**src/rtl/eth_pattern_gen_if.sv**
```systemverilog
// rtl/eth_pattern_gen_if.sv - Ethernet frame interface (header handshake plus 8-bit payload stream)
// Purpose: carries one Ethernet frame from a frame source to eth_axis_tx.
// Ports:
//   hdr_valid/hdr_ready    header handshake; dest_mac, src_mac and eth_type qualify it
//   payload_tdata/tvalid/tready/tlast/tuser  8-bit payload stream
// Modports: master = frame source, slave = frame sink.
interface eth_pattern_gen_if;
  logic        hdr_valid;
  logic        hdr_ready;
  logic [47:0] dest_mac;
  logic [47:0] src_mac;
  logic [15:0] eth_type;
  logic [7:0]  payload_tdata;
  logic        payload_tvalid;
  logic        payload_tready;
  logic        payload_tlast;
  logic        payload_tuser;

  modport master (
    output hdr_valid, dest_mac, src_mac, eth_type,
    output payload_tdata, payload_tvalid, payload_tlast, payload_tuser,
    input  hdr_ready, payload_tready
  );

  modport slave (
    input  hdr_valid, dest_mac, src_mac, eth_type,
    input  payload_tdata, payload_tvalid, payload_tlast, payload_tuser,
    output hdr_ready, payload_tready
  );
endinterface

```
**src/rtl/eth_pattern_gen.sv**
```systemverilog
// rtl/eth_pattern_gen.sv - sequence-numbered, timestamped Ethernet test-frame generator
// Purpose: emits pattern frames in burst, continuous or length-sweep mode with a
//   programmable inter-packet gap.
// Ports:
//   clk, rst_n            clock, asynchronous active-low reset
//   cfg_*                 run configuration, latched on an accepted cfg_start
//   timestamp             free-running count, captured at header accept
//   eth (master)          header handshake plus payload stream towards eth_axis_tx
//   busy                  generator is not idle
//   sent_count            frames completed since the last accepted start
module eth_pattern_gen #(
  parameter int          LEN_WIDTH = 11,
  parameter int          MIN_LEN   = 4,
  parameter int          MAX_LEN   = 1500,
  parameter logic [15:0] ETH_TYPE  = 16'h88B5,
  parameter int          CNT_WIDTH = 16,
  parameter int          TS_WIDTH  = 16,
  parameter int          GAP_WIDTH = 16
) (
  input  logic                 clk,
  input  logic                 rst_n,
  input  logic                 cfg_start,
  input  logic                 cfg_stop,
  input  logic [1:0]           cfg_mode,
  input  logic [CNT_WIDTH-1:0] cfg_pkt_count,
  input  logic [LEN_WIDTH-1:0] cfg_len,
  input  logic [LEN_WIDTH-1:0] cfg_len_max,
  input  logic [GAP_WIDTH-1:0] cfg_gap,
  input  logic [47:0]          cfg_src_mac,
  input  logic [47:0]          cfg_dst_mac,
  input  logic [TS_WIDTH-1:0]  timestamp,
  eth_pattern_gen_if.master    eth,
  output logic                 busy,
  output logic [CNT_WIDTH-1:0] sent_count
);

  typedef enum logic [1:0] {IDLE, HDR, PAYLOAD, GAP} state_t;

  state_t               state, state_next;
  logic                 burst_mode, sweep_mode;
  logic [CNT_WIDTH-1:0] pkt_count;
  logic [LEN_WIDTH-1:0] len_start, len_max, cur_len, eff_len, byte_idx;
  logic [GAP_WIDTH-1:0] gap_len, gap_cnt;
  logic [47:0]          src_mac, dst_mac;
  logic [TS_WIDTH-1:0]  ts_lat;
  logic                 stop_pending;
  logic                 start_ok, beat, tlast, last_beat, done_now, done_after;
  logic                 hdr_valid_c, tvalid_c;
  logic [15:0]          seq16, ts16;
  logic [7:0]           tdata;

  // Reserved mode 3 behaves as burst; a zero-length burst is never started.
  assign start_ok = cfg_start &&
                    !((cfg_mode != 2'd1) && (cfg_mode != 2'd2) && (cfg_pkt_count == '0));

  assign eff_len = (cur_len < LEN_WIDTH'(MIN_LEN)) ? LEN_WIDTH'(MIN_LEN) :
                   (cur_len > LEN_WIDTH'(MAX_LEN)) ? LEN_WIDTH'(MAX_LEN) : cur_len;

  assign tlast      = (state == PAYLOAD) && (byte_idx == eff_len - 1'b1);
  assign beat       = (state == PAYLOAD) && eth.payload_tready;
  assign last_beat  = beat && tlast;
  assign done_now   = burst_mode && (sent_count == pkt_count);
  assign done_after = burst_mode && ((sent_count + 1'b1) == pkt_count);

  always_ff @(posedge clk or negedge rst_n) begin
    if (!rst_n) state <= IDLE;
    else        state <= state_next;
  end

  always_comb begin
    state_next  = state;
    hdr_valid_c = 1'b0;
    tvalid_c    = 1'b0;
    case (state)
      IDLE: if (start_ok) state_next = HDR;
      HDR: begin
        hdr_valid_c = 1'b1;
        // An accepted header always yields a complete frame, even with stop present.
        if (eth.hdr_ready)  state_next = PAYLOAD;
        else if (cfg_stop)  state_next = IDLE;
      end
      PAYLOAD: begin
        tvalid_c = 1'b1;
        if (last_beat) begin
          if (stop_pending || cfg_stop) state_next = IDLE;
          else if (gap_len != '0)       state_next = GAP;
          else if (done_after)          state_next = IDLE;
          else                          state_next = HDR;
        end
      end
      GAP: begin
        if (cfg_stop || ((gap_cnt == '0) && done_now)) state_next = IDLE;
        else if (gap_cnt == '0)                        state_next = HDR;
      end
      default: state_next = IDLE;
    endcase
  end

  always_ff @(posedge clk or negedge rst_n) begin
    if (!rst_n) begin
      burst_mode   <= 1'b0;
      sweep_mode   <= 1'b0;
      pkt_count    <= '0;
      len_start    <= '0;
      len_max      <= '0;
      cur_len      <= '0;
      byte_idx     <= '0;
      gap_len      <= '0;
      gap_cnt      <= '0;
      src_mac      <= '0;
      dst_mac      <= '0;
      ts_lat       <= '0;
      stop_pending <= 1'b0;
      sent_count   <= '0;
    end else begin
      case (state)
        IDLE: if (start_ok) begin
          burst_mode   <= (cfg_mode != 2'd1) && (cfg_mode != 2'd2);
          sweep_mode   <= (cfg_mode == 2'd2);
          pkt_count    <= cfg_pkt_count;
          len_start    <= cfg_len;
          len_max      <= cfg_len_max;
          cur_len      <= cfg_len;
          gap_len      <= cfg_gap;
          src_mac      <= cfg_src_mac;
          dst_mac      <= cfg_dst_mac;
          stop_pending <= 1'b0;
          sent_count   <= '0;
        end
        HDR: if (eth.hdr_ready) begin
          ts_lat       <= timestamp;
          byte_idx     <= '0;
          stop_pending <= cfg_stop;
        end
        PAYLOAD: begin
          if (cfg_stop) stop_pending <= 1'b1;
          if (beat) begin
            byte_idx <= byte_idx + 1'b1;
            if (tlast) begin
              sent_count <= sent_count + 1'b1;
              gap_cnt    <= gap_len - 1'b1;
              // Reload also covers len_max < len_start: every frame then uses len_start.
              if (sweep_mode)
                cur_len <= (cur_len >= len_max) ? len_start : cur_len + 1'b1;
            end
          end
        end
        GAP: if (gap_cnt != '0) gap_cnt <= gap_cnt - 1'b1;
        default: ;
      endcase
    end
  end

  assign seq16 = 16'(sent_count);
  assign ts16  = 16'(ts_lat);

  always_comb begin
    if (byte_idx == LEN_WIDTH'(0))      tdata = seq16[15:8];
    else if (byte_idx == LEN_WIDTH'(1)) tdata = seq16[7:0];
    else if (byte_idx == LEN_WIDTH'(2)) tdata = ts16[15:8];
    else if (byte_idx == LEN_WIDTH'(3)) tdata = ts16[7:0];
    else                                tdata = seq16[7:0] + byte_idx[7:0];
  end

  assign eth.hdr_valid      = hdr_valid_c;
  assign eth.dest_mac       = dst_mac;
  assign eth.src_mac        = src_mac;
  assign eth.eth_type       = ETH_TYPE;
  assign eth.payload_tdata  = tdata;
  assign eth.payload_tvalid = tvalid_c;
  assign eth.payload_tlast  = tlast;
  assign eth.payload_tuser  = 1'b0;
  assign busy               = (state != IDLE);

endmodule

```
**src/flat_wrapper.sv**
```systemverilog
// flat-port wrapper written by rule: the top's interface ports become plain ports
module eth_pattern_gen_flat 
#(
  parameter int          LEN_WIDTH = 11,
  parameter int          MIN_LEN   = 4,
  parameter int          MAX_LEN   = 1500,
  parameter logic [15:0] ETH_TYPE  = 16'h88B5,
  parameter int          CNT_WIDTH = 16,
  parameter int          TS_WIDTH  = 16,
  parameter int          GAP_WIDTH = 16
)
  (clk, rst_n, cfg_start, cfg_stop, cfg_mode, cfg_pkt_count, cfg_len, cfg_len_max, cfg_gap, cfg_src_mac, cfg_dst_mac, timestamp, busy, sent_count, eth_hdr_valid, eth_dest_mac, eth_src_mac, eth_eth_type, eth_payload_tdata, eth_payload_tvalid, eth_payload_tlast, eth_payload_tuser, eth_hdr_ready, eth_payload_tready);
  eth_pattern_gen_if eth_i ();
  input  logic clk;
  input  logic rst_n;
  input  logic cfg_start;
  input  logic cfg_stop;
  input  logic [1:0] cfg_mode;
  input  logic [CNT_WIDTH-1:0] cfg_pkt_count;
  input  logic [LEN_WIDTH-1:0] cfg_len;
  input  logic [LEN_WIDTH-1:0] cfg_len_max;
  input  logic [GAP_WIDTH-1:0] cfg_gap;
  input  logic [47:0] cfg_src_mac;
  input  logic [47:0] cfg_dst_mac;
  input  logic [TS_WIDTH-1:0] timestamp;
  output logic busy;
  output logic [CNT_WIDTH-1:0] sent_count;
  output wire logic [$bits(eth_i.hdr_valid)-1:0] eth_hdr_valid;
  output wire logic [$bits(eth_i.dest_mac)-1:0] eth_dest_mac;
  output wire logic [$bits(eth_i.src_mac)-1:0] eth_src_mac;
  output wire logic [$bits(eth_i.eth_type)-1:0] eth_eth_type;
  output wire logic [$bits(eth_i.payload_tdata)-1:0] eth_payload_tdata;
  output wire logic [$bits(eth_i.payload_tvalid)-1:0] eth_payload_tvalid;
  output wire logic [$bits(eth_i.payload_tlast)-1:0] eth_payload_tlast;
  output wire logic [$bits(eth_i.payload_tuser)-1:0] eth_payload_tuser;
  input wire logic [$bits(eth_i.hdr_ready)-1:0] eth_hdr_ready;
  input wire logic [$bits(eth_i.payload_tready)-1:0] eth_payload_tready;
  assign eth_hdr_valid = eth_i.hdr_valid;
  assign eth_dest_mac = eth_i.dest_mac;
  assign eth_src_mac = eth_i.src_mac;
  assign eth_eth_type = eth_i.eth_type;
  assign eth_payload_tdata = eth_i.payload_tdata;
  assign eth_payload_tvalid = eth_i.payload_tvalid;
  assign eth_payload_tlast = eth_i.payload_tlast;
  assign eth_payload_tuser = eth_i.payload_tuser;
  assign eth_i.hdr_ready = eth_hdr_ready;
  assign eth_i.payload_tready = eth_payload_tready;
  eth_pattern_gen #(.LEN_WIDTH(LEN_WIDTH), .MIN_LEN(MIN_LEN), .MAX_LEN(MAX_LEN), .ETH_TYPE(ETH_TYPE), .CNT_WIDTH(CNT_WIDTH), .TS_WIDTH(TS_WIDTH), .GAP_WIDTH(GAP_WIDTH)) u_core (.clk(clk), .rst_n(rst_n), .cfg_start(cfg_start), .cfg_stop(cfg_stop), .cfg_mode(cfg_mode), .cfg_pkt_count(cfg_pkt_count), .cfg_len(cfg_len), .cfg_len_max(cfg_len_max), .cfg_gap(cfg_gap), .cfg_src_mac(cfg_src_mac), .cfg_dst_mac(cfg_dst_mac), .timestamp(timestamp), .eth(eth_i), .busy(busy), .sent_count(sent_count));
endmodule
```
**config.mk**
```make
export PLATFORM = sky130hd
export DESIGN_NAME = eth_pattern_gen_flat
export DESIGN_NICKNAME = d
export VERILOG_FILES = /design/src/rtl/eth_pattern_gen_if.sv /design/src/rtl/eth_pattern_gen.sv /design/src/flat_wrapper.sv
export SDC_FILE = /design/constraint.sdc
export NUM_CORES = 1
export LEC_CHECK = 0
export CAP_MARGIN = 20
export CORE_ASPECT_RATIO = 0.75
export CORE_UTILIZATION = 50
export DETAILED_ROUTE_END_ITERATION = 10
export GPL_ROUTABILITY_DRIVEN = 1
export PLACE_DENSITY = 0.93
export SYNTH_ARGS = -nofsm -noshare
export SYNTH_HDL_FRONTEND = slang
export SYNTH_SLANG_ARGS = --single-unit
```
**constraint.sdc**
```tcl
create_clock -name clk -period 5.86 [get_ports clk]
set_input_delay 0.586 -clock clk [delete_from_list [all_inputs] [get_ports clk]]
set_output_delay 0.586 -clock clk [all_outputs]
set_load 0.02 [all_outputs]
```
After elaboration in Yosys (flattened, before gate mapping)

Cells that the tools add are included.

$add $sub $neg: 7
$lt $le $gt $ge: 3
Equality and inequality tests: 22
Muxes and demuxes: 39
Reductions and logical operators: 31

Operator list:

| operator                | number |
|---|---|
| $mux W11                | 9 |
| $mux W16                | 6 |
| $pmux W16 S2            | 2 |
| $pmux W11 S2            | 2 |
| $eq A16 B16 Y1          | 2 |
| $logic_not A16 Y1       | 2 |
| $mux W8                 | 4 |
| $reduce_bool A16 Y1     | 2 |
| $sub A16 B1 Y16 const B | 2 |
| $add A11 B1 Y11 const B | 2 |
| $eq A11 B2 Y1 const B   | 2 |
| $add A16 B1 Y16 const B | 1 |
| $mux W2                 | 8 |
| $reduce_and A4 Y1       | 4 |
| $ne A2 B1 Y1 const B    | 7 |
| $eq A11 B1 Y1 const B   | 1 |
| $eq A11 B11 Y1          | 1 |
| $ge A11 B11 Y1          | 1 |
| $gt A11 B11 Y1 const B  | 1 |
| $logic_not A11 Y1       | 1 |
| $lt A11 B3 Y1 const B   | 1 |
| $sub A11 B1 Y11 const B | 1 |
| $logic_and A1 B1 Y1     | 9 |
| $add A8 B8 Y8           | 1 |
| other kinds (16)        | 30 |

Flip-flop bits (word level): 225
Input port bits: 174
Logic and storage cells: 117

Longest topological paths before layout

Gate-level depths: netlist of run 1.

Word-level depth: 9
Depth in mapped cells: 20
Mapped depth without buffers: 16

Worst setup path before layout of run 1

OpenSTA, ideal clock, no wires.

Path type: register to register
Start point: register u_core.cur_len[0]
End point: register u_core.cur_len[0]
Setup time: 124 ps
Data arrival time: 4334 ps
Required time: 5736 ps
Setup slack: 1402 ps
Cell stages (with the launch flop): 19
Period minus slack after synthesis: 4458 ps
Cells stage by stage: dfrtp_1 clkbuf_1 inv_1 ha_1 nand4b_1 a22oi_1 a21oi_1 nand2_1 ha_1 nor4b_2 xnor3_1 or3_4 a2111oi_4 nor2_1 or4_1 buf_2 o22a_4 buf_6 a211o_1

Longest elaborated chain between the ends: 8
Elaborated cells on any way between the ends: 16
Those cells by class: add/sub: 2; order compare: 3; eq/ne: 2; mux: 7; reduce/logical: 2

RTL lines:

| element                            | RTL line               | source |
|---|---|---|
| start: declaration                 | eth_pattern_gen.sv:42  | `logic [LEN_WIDTH-1:0] len_start, len_max, cur_len, eff_len, byte_idx;` |
| start signal: assignment           | eth_pattern_gen.sv:123 | `cur_len <= cfg_len;` |
| start signal: assignment           | eth_pattern_gen.sv:144 | `cur_len <= (cur_len >= len_max) ? len_start : cur_len + 1'b1;` |
| $gt A11 B11 Y1                     | eth_pattern_gen.sv:57  | `(cur_len > LEN_WIDTH'(MAX_LEN)) ? LEN_WIDTH'(MAX_LEN) : cur_len;` |
| $mux W11                           | eth_pattern_gen.sv:57  |  |
| $mux W11                           | eth_pattern_gen.sv:56  | `assign eff_len = (cur_len < LEN_WIDTH'(MIN_LEN)) ? LEN_WIDTH'(MIN_LEN) :` |
| $sub A11 B1 Y11                    | eth_pattern_gen.sv:59  | `assign tlast = (state == PAYLOAD) && (byte_idx == eff_len - 1'b1);` |
| $eq A11 B11 Y1                     | eth_pattern_gen.sv:59  |  |
| $logic_and A1 B1 Y1                | eth_pattern_gen.sv:59  |  |
| $ne A2 B1 Y1 (no source line)      | n/a                    |  |
| $reduce_and A5 Y1 (no source line) | n/a                    |  |

Parallel ways exist; a longest one is shown, timed or not. The select of a mux whose other input is x is not followed.
A chain may end at the register's enable or synchronous reset.

Worst setup path in the final report of run 1

Start point: register u_core.cur_len[0]
End point: output port eth_payload_tlast

Longest elaborated chain between the ends: 6
Elaborated cells on any way between the ends: 7
Those cells by class: add/sub: 1; order compare: 2; eq/ne: 1; mux: 2; reduce/logical: 1

RTL lines:

| element               | RTL line              | source |
|---|---|---|
| $gt A11 B11 Y1        | eth_pattern_gen.sv:57 |  |
| $mux W11              | eth_pattern_gen.sv:57 |  |
| $mux W11 *            | eth_pattern_gen.sv:56 |  |
| $sub A11 B1 Y11 *     | eth_pattern_gen.sv:59 |  |
| $eq A11 B11 Y1 *      | eth_pattern_gen.sv:59 |  |
| $logic_and A1 B1 Y1 * | eth_pattern_gen.sv:59 |  |
| end: declaration      | flat_wrapper.sv:34    | `output wire logic [$bits(eth_i.payload_tlast)-1:0] eth_payload_tlast;` |

Mark *: on every way between the ends. The rest lies on a longest branch, timed or not.

==> flow_metrics.py, run 1 <==
metrics = {
    "synthesis": {
        "postSynthCellCount": 1163,
        "synth_edf_count": 0,
        "synth_area_um2": 12400,
        "synthFlopType": "dfrtp_1",
        "ys_async_sr_fraction": 1.00,
        "ys_seq_area_frac": 0.455,
        "ys_ff_latch": 225,
        "synth_cell_types": 80,
        "avgSynthCellArea_um2": 10.6,
        "yosys_warnings": 0,
    },
    "drt": {
        "avgViaCountPerCell": 5.83,
        "vias": 10400,
        "drt_wl_total_um": 35700,
        "postRouteAntennaNets": 0,
        "drt_first_pass_iters": 5,
        "drt_iter0_markers": 880,
        "drc": 0,
        "wl_per_cell_um": 20.1,
    },
    "sta": {
        "fin_crit_sh": 0.939,
        "rsz0062_at_grt": "false",
        "max-slew-margin-rel": 0.277,
        "maxSlewViolCount": 0,
        "timing_hold_violations_final": 0,
        "setup_viol": 0,
        "max_freq_mhz": 182,
        "skew_ps": 10.6,
        "timing.hold.ws_ps": 121,
        "fin_ws_ps": 355,
        "finalSetupTns_ps": 0,
        "worstMarginPinSlew_ps": 1070,
        "finalCriticalPeriod_ps": 5510,
    },
    "setup_path": {
        "slowest_stage": "clkdlybuf4s50_1",
        "crit_path_start_kind": "register",
        "cpMostUsedCell": "ha_1",
        "crit_buf_inv": 2,
        "max_stage_delay_ps": 640,
        "endpoint_kind": "output port",
        "crit_arrival_ps": 4920,
        "crit_path_max_fanout": 15,
        "cp.required_ps": 5270,
        "crit_family": "simple AND/OR/NAND/NOR gates",
        "crit_type": "reg -> out",
        "crit_path_cell_trace": "inv_1 > ha_1 > nand4b_1 > a22oi_2 > a21oi_1 > nand2_1 > ha_1 > nor4b_2 > xnor3_1 > or3_4 > a2111oi_4 > o21ai_2 > nor3_1 > nand4_1 > nor2_1 > clkdlybuf4s50_1",
    },
    "clocking": {
        "ctsResizeCount": 0,
        "cts_sinks": 225,
        "clock_latency_ps": 520,
        "htree_levels": 1,
        "clockBufferDepth": 3,
        "clk_pin_slew_ps": 60,
        "post_cts_buffers": 0,
        "cts_tree": "yes",
        "cts_made_buffers": 24,
        "root_buffer": "clkbuf_16",
        "hold_buffers": 0,
    },
    "die": {
        "die_w_um": 184,
        "row_count": 49,
        "core_um2": 24100,
        "fp.dieH_um": 138,
        "pin_count": 315,
        "die-area_um2": 25400,
        "initial_core_util": 0.513,
    },
    "flow_run": {
        "drv_cap": 0,
    },
    "cells_and_area": {
        "final_common_cell": "clkdlybuf4s50_1",
        "final_cells": 1781,
        "final_cell_mix": "clkdlybuf4s50_1 (296), dfrtp_1 (224), mux2_2 (170)",
        "area_growth_pct": 32.1,
        "antennaDiodeCount": 0,
        "filler_cell_count": 1764,
        "nets": 1639,
        "layout-drive-gt1-share": 0.170,
    },
    "power_and_ir_drop": {
        "power_mw": 8.45,
        "intPower_mw": 5.15,
        "leakage_nw": 6.74,
        "power.density_nw_per_um2": 517,
        "power_frac_comb": 0.474,
        "irDropWorstVdd_v": 0.000404,
        "switching_share": 0.390,
        "switching_power_mw": 3.30,
        "seqPwrFrac": 0.334,
        "pwr-share-clk": 0.192,
    },
    "global_routing": {
        "grt_pass1_vias": 10600,
        "grt_usage": 0.282,
        "overflow": 0,
        "grt_pass1_wl_um": 57200,
        "grt_max_degree": 107,
        "antenna_found_initial": 0,
    },
    "placed_design": {
        "hpwlAfterDp_um": 26000,
        "placed_cells": 1737,
        "port_buffers": 297,
        "gp_congestion": 0.913,
        "place_ws_ps": 576,
    },
    "run_status": {
        "outcome": "completed",
    },
    "min_path": {
        "hold_path_class": "in -> async",
    },
}
worst reg2reg max path: stages (launching register included):
cell and delay [ps]:
dfrtp_2 530, inv_1 110, ha_1 200, nand4b_1 210
a22oi_2 330, a21oi_1 100, nand2_1 100, ha_1 280
nor4b_2 370, xnor3_1 270, or3_4 350, a2111oi_4 340
nor2_1 60, or4_1 760, o21a_1 290, nor2_2 460
a31oi_1 200
flip-flops by register name, summed over array words and instances, names as in the netlist:
name,cells
u_core.ts16,16
u_core.len_max,11
u_core.cur_len,11
u_core.stop_pending,1
u_core.state,2
u_core.gap_cnt,16
u_core.eth.src_mac,48
u_core.len_start,11
u_core.sweep_mode,1
u_core.burst_mode,1
u_core.gap_len,16
u_core.pkt_count,16
u_core.byte_idx,11
u_core.sent_count,16
u_core.eth.dest_mac,48
cells by family (layout without fill, tap and decap cells):
family / after synthesis / count (layout) / share of synthesized area
flops: 225 / 225 / 0.455
buf+inv: 113 / 385 / 0.0441
fa+ha+maj: 33 / 33 / 0.0340
simple gates: 330 / 330 / 0.137
other cells: 2 / 17 / 0.000607
compound gates: 207 / 207 / 0.113
xor+xnor: 74 / 74 / 0.0535
mux: 179 / 179 / 0.162
per-stage QoR:
stage | instance area [µm²] | util
floorplan | 12400 | -
global placement | 15500 | 0.643
detailed placement | 15500 | 0.643
CTS | 16300 | 0.678
global route | 16300 | 0.678
finish | 16300 | 0.678
cells in the mapped netlist, drive strengths merged, types with 5 or more instances:
library cell	instances	area share
dfrtp	225	0.46
mux2	170	0.15
nand2	84	0.026
nor2	61	0.019
a21oi	55	0.023
o21ai	53	0.022
nor3	52	0.022
xnor2	43	0.030
clkbuf	42	0.013
buf	37	0.021
inv	34	0.010
ha	32	0.032
xor2	30	0.021
nand3	24	0.0097
nand4	20	0.010
nor4	16	0.0081
a31oi	13	0.0066
and3	12	0.0061
or3	10	0.0055
mux2i	9	0.0073
a211oi	8	0.0053
a2bb2oi	8	0.0057
a21o	7	0.0043
a22oi	7	0.0043
o21a	7	0.0043
a311oi	6	0.0043
and2	6	0.0030
nand2b	6	0.0030
nor2b	6	0.0030
o41ai	6	0.0058
or2	6	0.0030
or4	6	0.0039
and4	5	0.0035
nor3b	5	0.0030
power groups by stage:
stage / Sequential, mW / Clock (mW) / Combinational (mW)
2_1_floorplan: 3.04 / 0 / 2.21
3_3_place_gp: 2.77 / 0 / 3.86
6_report: 2.82 / 1.62 / 4.00
4_1_cts: 2.81 / 1.65 / 4.00
5_1_grt: 2.90 / 1.70 / 4.28
3_5_place_dp: 2.82 / 0 / 3.96
final timing paths:
| path | cells past startpoint | to | slack (ps) | start |
|---|---|---|---|---|
| worst max register to register | 16 | u_core.sent_count[12]$_DFFE_PN0P_ | 750 | u_core.cur_len[0]$_DFFE_PN0P_ |
| worst min-delay path | 1 | u_core.gap_cnt[15]$_DFFE_PN0P_ | 120 | rst_n |
| worst max-delay path | 16 | eth_payload_tlast | 350 | u_core.cur_len[0]$_DFFE_PN0P_ |
| max in group asynchronous | 2 | u_core.sweep_mode$_DFFE_PN0P_ | 4380 | rst_n |
| min in group clk | 1 | u_core.ts16[13]$_DFFE_PN0P_ | 500 | u_core.ts16[13]$_DFFE_PN0P_ |
| worst min register to register | 1 | u_core.ts16[13]$_DFFE_PN0P_ | 500 | u_core.ts16[13]$_DFFE_PN0P_ |
layer usage:
metal / track usage / share of wire / vias to the layer above
met5: 0 / 0 / -
met4: 0.0890 / 0.033 / 0
met3: 0.0632 / 0.085 / 89
met2: 0.476 / 0.49 / 521
met1: 0.358 / 0.39 / 5068
li1: - / - / 4712
area by class of cell:
cell class              count  area (µm²)  share of cell area
multi-input cells         840        6250               0.383
clock buffers              29         649              0.0398
clock inverters            15         194              0.0119
repair buffers            307        3070               0.188
flip-flops and latches    225        5630               0.345
well taps                 331         414              0.0254
inverters                  34         128             0.00781
Power figures use the tool's default switching activity.
==> inputs of run 2 (changes only) <==
--- a/config.mk
+++ b/config.mk
@@ -7,10 +7,10 @@
 export LEC_CHECK = 0
 export CAP_MARGIN = 20
 export CORE_ASPECT_RATIO = 0.75
-export CORE_UTILIZATION = 50
+export CORE_UTILIZATION = 35
 export DETAILED_ROUTE_END_ITERATION = 10
 export GPL_ROUTABILITY_DRIVEN = 1
-export PLACE_DENSITY = 0.93
+export PLACE_DENSITY = 0.68
 export SYNTH_ARGS = -nofsm -noshare
 export SYNTH_HDL_FRONTEND = slang
 export SYNTH_SLANG_ARGS = --single-unit
==> flow_metrics.py, run 2 (synthesis gave the netlist of run 1 again) <==
metrics = {
    "run_status": {
        "outcome": "completed",
    },
    "clocking": {
        "clockBufferDepth": 3,
        "cts_sinks": 225,
        "clock_latency_ps": 570,
        "htree_levels": 1,
        "hold_buffers": 0,
        "root_buffer": "clkbuf_16",
        "cts_made_buffers": 26,
        "cts_tree": "yes",
        "clk_pin_slew_ps": 60,
    },
    "global_routing": {
        "grt_usage": 0.202,
        "antenna_found_initial": 0,
        "grt_max_degree": 104,
        "grt_pass1_vias": 10300,
        "overflow": 0,
        "grt_pass1_wl_um": 57100,
    },
    "power_and_ir_drop": {
        "irDropWorstVdd_v": 0.000402,
        "power.density_nw_per_um2": 513,
        "leakage_nw": 6.78,
    },
    "sta": {
        "maxSlewViolCount": 0,
        "fin_crit_sh": 0.917,
        "timing_hold_violations_final": 0,
        "skew_ps": 15.1,
        "max_freq_mhz": 186,
        "finalSetupTns_ps": 0,
        "worstMarginPinSlew_ps": 977,
        "timing.hold.ws_ps": 86.7,
        "setup_viol": 0,
        "finalCriticalPeriod_ps": 5370,
        "max-slew-margin-rel": 0.342,
        "rsz0062_at_grt": "false",
    },
    "cells_and_area": {
        "area_growth_pct": 34.3,
        "filler_cell_count": 3214,
        "final_common_cell": "clkdlybuf4s50_1",
        "final_cell_area_um2": 16600,
        "final_cells": 1915,
        "antennaDiodeCount": 0,
        "nets": 1645,
        "final_cell_mix": "clkdlybuf4s50_1 (296), dfrtp_1 (225), mux2_2 (170)",
        "layout-drive-gt1-share": 0.173,
    },
    "die": {
        "pin_count": 315,
        "die_w_um": 219,
        "initial_core_util": 0.356,
        "fp.dieH_um": 165,
        "die-area_um2": 36100,
        "row_count": 59,
        "core_um2": 34700,
    },
    "drt": {
        "drt_wl_total_um": 36600,
        "vias": 10100,
        "avgViaCountPerCell": 5.25,
        "drt_iter0_markers": 620,
        "drt_first_pass_iters": 7,
        "drc": 0,
        "wl_per_cell_um": 19.1,
        "postRouteAntennaNets": 0,
    },
    "placed_design": {
        "placed_cells": 1866,
        "port_buffers": 297,
        "hpwlAfterDp_um": 26800,
        "place_area_um2": 15700,
        "gp_congestion": 0.863,
    },
    "setup_path": {
        "r2r_start": "u_core.cur_len[1]$_DFFE_PN0P_",
        "endpoint_kind": "output port",
        "crit_type": "reg -> out",
        "critPathLaunch": "u_core.cur_len[1]$_DFFE_PN0P_",
        "crit_path_start_kind": "register",
        "crit_arrival_ps": 4790,
        "crit_path_max_fanout": 11,
        "cp.required_ps": 5270,
    },
    "min_path": {
        "hold_path_class": "in -> async",
    },
    "flow_run": {
        "drv_cap": 0,
    },
}
## run 2: cell types whose count changed in the layout (fill, tap and decap cells not counted), sizes merged
cell,delta
clkbuf,+6
clkinv,-6
buf,+4
clkinvlp,+4
bufinv,-1
inv,+1
## run 2: power breakdown
part | internal, mW | total, mW | switching [mW]
logic | 1.97 | 4.01 | 2.04
registers | 2.23 | 2.78 | 0.548
clock network | 1.02 | 1.73 | 0.705
## run 2: path summary, 6_finish.rpt
kind                                                        to  slack [ps]  cells after the start
min in group clk           u_core.eth.dest_mac[30]$_DFFE_PN0P_         500                      1
min reg2reg                u_core.eth.dest_mac[30]$_DFFE_PN0P_         500                      1
max in group asynchronous   u_core.eth.src_mac[41]$_DFFE_PN0P_        4400                      2
min                              u_core.gap_len[1]$_DFFE_PN0P_          90                      1
max                                          eth_payload_tlast         490                     16
max reg2reg                  u_core.sent_count[15]$_DFFE_PN0P_         920                     16
## run 2: metrics by stage
| step | utilization | power [mW] | setup WS, ps |
|---|---|---|---|
| floorplan | - | 5.24 | 1400 |
| global placement | 0.452 | 6.72 | 779 |
| detailed placement | 0.452 | 6.79 | 627 |
| CTS | 0.478 | 8.58 | 109 |
| global route | 0.479 | 9.07 | 120 |
| finish | 0.479 | 8.51 | 488 |
## run 2: worst max-delay path: stages (launching register included)
cell             delay [ps]
dfrtp_1                 550
inv_1                    80
ha_1                    180
nand4b_1                230
a22oi_2                 230
a21oi_1                  90
nand2_1                  90
ha_1                    270
nor4b_2                 340
xnor3_1                 270
or3_4                   340
a2111oi_4               350
o21ai_2                 130
nor3_1                  160
nand4_1                 110
nor2_1                  170
clkdlybuf4s50_1         650
## run 2: repair_timing
action / 4_1_cts / 5_1_grt
endpoints found under the setup margin: 0 / 1
buffers inserted: 0 / 1
gates resized for setup: 0 / 1
## run 2: layer usage
layer  global-route usage  vias up  wire, µm
met2                0.319      367     16800
met4               0.0461        0       686
met1                0.275     4929     16200
li1                     -     4708         -
met3               0.0565       50      2940
met5                    0        -         0
## run 2: final cells by class
cell class / instances / area, µm² / share of cell area
inverter: 34 / 128 / 0.00769
sequential: 225 / 5630 / 0.339
clock buffer: 35 / 734 / 0.0442
clock inverter: 13 / 179 / 0.0108
tap: 457 / 572 / 0.0344
timing repair buffer: 311 / 3110 / 0.187
multi-input combinational: 840 / 6250 / 0.377
==> inputs of run 3 (changes only) <==
--- a/config.mk
+++ b/config.mk
@@ -8,9 +8,11 @@
 export CAP_MARGIN = 20
 export CORE_ASPECT_RATIO = 0.75
 export CORE_UTILIZATION = 35
+export CTS_BUF_LIST = sky130_fd_sc_hd__clkbuf_2 sky130_fd_sc_hd__clkbuf_4 sky130_fd_sc_hd__clkbuf_8
 export DETAILED_ROUTE_END_ITERATION = 10
 export GPL_ROUTABILITY_DRIVEN = 1
 export PLACE_DENSITY = 0.68
 export SYNTH_ARGS = -nofsm -noshare
 export SYNTH_HDL_FRONTEND = slang
 export SYNTH_SLANG_ARGS = --single-unit
+export TNS_END_PERCENT = 50
==> flow_metrics.py, run 3 (synthesis gave the netlist of run 1 again) <==
metrics = {
    "power_and_ir_drop": {
        "irDropWorstVdd_v": 0.000351,
        "power.density_nw_per_um2": 507,
        "leakage_nw": 6.81,
    },
    "sta": {
        "max-slew-margin-rel": 0.340,
        "finalSetupTns_ps": 0,
        "rsz0062_at_grt": "false",
        "worstMarginPinSlew_ps": 981,
        "skew_ps": 33.2,
        "setup_viol": 0,
        "max_freq_mhz": 186,
        "timing_hold_violations_final": 0,
        "finalCriticalPeriod_ps": 5370,
        "fin_crit_sh": 0.916,
        "maxSlewViolCount": 0,
    },
    "placed_design": {
        "placed_cells": 1866,
        "gp_congestion": 0.863,
        "hpwlAfterDp_um": 26800,
        "place_area_um2": 15700,
        "port_buffers": 297,
    },
    "cells_and_area": {
        "area_growth_pct": 34.0,
        "final_cells": 1939,
        "antennaDiodeCount": 0,
        "final_cell_area_um2": 16600,
        "final_cell_mix": "clkdlybuf4s50_1 (296), dfrtp_1 (225), mux2_2 (170)",
        "nets": 1659,
        "final_common_cell": "clkdlybuf4s50_1",
        "layout-drive-gt1-share": 0.189,
    },
    "min_path": {
        "hold_path_class": "in -> async",
    },
    "run_status": {
        "outcome": "completed",
    },
    "setup_path": {
        "crit_path_start_kind": "register",
        "r2r_slack_ps": 940,
        "crit_path_max_fanout": 11,
        "r2r_start": "u_core.cur_len[1]$_DFFE_PN0P_",
        "r2r_end": "u_core.sent_count[2]$_DFFE_PN0P_",
        "cp.required_ps": 5270,
        "crit_arrival_ps": 4780,
        "r2r.worst_path.cells": 16,
        "endpoint_kind": "output port",
        "crit_type": "reg -> out",
    },
    "die": {
        "initial_core_util": 0.356,
        "core_um2": 34700,
        "row_count": 59,
        "die_w_um": 219,
        "fp.dieH_um": 165,
        "pin_count": 315,
        "die-area_um2": 36100,
    },
    "global_routing": {
        "grt_max_degree": 104,
        "overflow": 0,
        "grt_usage": 0.205,
        "grt_pass1_vias": 10400,
        "antenna_found_initial": 0,
        "grt_pass1_wl_um": 57500,
    },
    "flow_run": {
        "drv_cap": 0,
    },
    "clocking": {
        "cts_made_buffers": 40,
        "cts_sinks": 225,
        "clock_latency_ps": 590,
        "root_buffer": "clkbuf_8",
        "cts_tree": "yes",
        "htree_levels": 2,
        "clockBufferDepth": 3,
        "clk_pin_slew_ps": 60,
        "hold_buffers": 0,
    },
    "drt": {
        "wl_per_cell_um": 18.9,
        "postRouteAntennaNets": 0,
        "drt_wl_total_um": 36700,
        "drt_first_pass_iters": 5,
        "drt_iter0_markers": 670,
        "drc": 0,
        "vias": 10100,
        "avgViaCountPerCell": 5.23,
    },
}
==> run 3: cell count changes in the layout (fill, tap and decap cells not counted), sizes merged <==
cell | before | now
bufinv | 3 | 1
clkbuf | 35 | 64
clkinvlp | 4 | 1
==> run 3: repair_timing <==
item,CTS,global route
setup buffers,0,1
endpoints found under the hold margin,0,0
gates resized for setup,0,1
setup endpoints to repair,0,1
==> run 3: power by group <==
group          internal, mW  switching (mW)
logic                  1.97            2.04
registers              2.23           0.548
clock network         0.905           0.707
==> run 3: worst max-delay path by stage <==
stage                                        startpoint                                end  slack [ps]  depth (start not counted)
after detailed placement  u_core.cur_len[1]$_DFFE_PN0P_  u_core.sent_count[15]$_DFFE_PN0P_         630                         16
after floorplan           u_core.cur_len[0]$_DFFE_PN0P_      u_core.cur_len[0]$_DFFE_PN0P_        1400                         18
after CTS                 u_core.cur_len[1]$_DFFE_PN0P_                  eth_payload_tlast          90                         16
after global routing      u_core.cur_len[1]$_DFFE_PN0P_                  eth_payload_tlast         100                         16
after global placement    u_core.cur_len[1]$_DFFE_PN0P_   u_core.sent_count[1]$_DFFE_PN0P_         780                         16
final                     u_core.cur_len[1]$_DFFE_PN0P_                  eth_payload_tlast         490                         16
==> run 3: final cells by class <==
| type | instances | area (µm²) |
|---|---|---|
| tap | 457 | 572 |
| multi-input combinational | 840 | 6250 |
| inverter | 34 | 128 |
| clock inverter | 8 | 90.1 |
| clock buffer | 64 | 787 |
| sequential | 225 | 5630 |
| fill | 3210 | 18100 |
| timing repair buffer | 311 | 3110 |
==> run 3: routing by layer <==
metal / wire [µm] / track usage / share of wire
met5: 0 / 0 / 0
met4: 650 / 0.0546 / 0.018
met3: 2950 / 0.0628 / 0.080
met2: 16800 / 0.320 / 0.46
met1: 16300 / 0.274 / 0.44
==> run 3: worst max-delay path: stages, from the launching register on <==
cell,delay [ps]
dfrtp_1,540
inv_1,80
ha_1,180
nand4b_1,210
a22oi_2,230
a21oi_1,90
nand2_1,90
ha_1,270
nor4b_2,350
xnor3_1,270
or3_4,340
a2111oi_4,350
o21ai_2,130
nor3_1,160
nand4_1,110
nor2_1,170
clkdlybuf4s50_1,650
==> run 3: per-stage QoR <==
stage / hold WS, ps / worst slack (ps) / utilization / total power [mW]
floorplan: 290 / 1400 / - / 5.24
global placement: 471 / 779 / 0.452 / 6.72
detailed placement: 488 / 627 / 0.452 / 6.79
CTS: 69.9 / 87.7 / 0.477 / 8.46
global route: 112 / 96.6 / 0.477 / 8.97
finish: 64.5 / 493 / 0.477 / 8.40
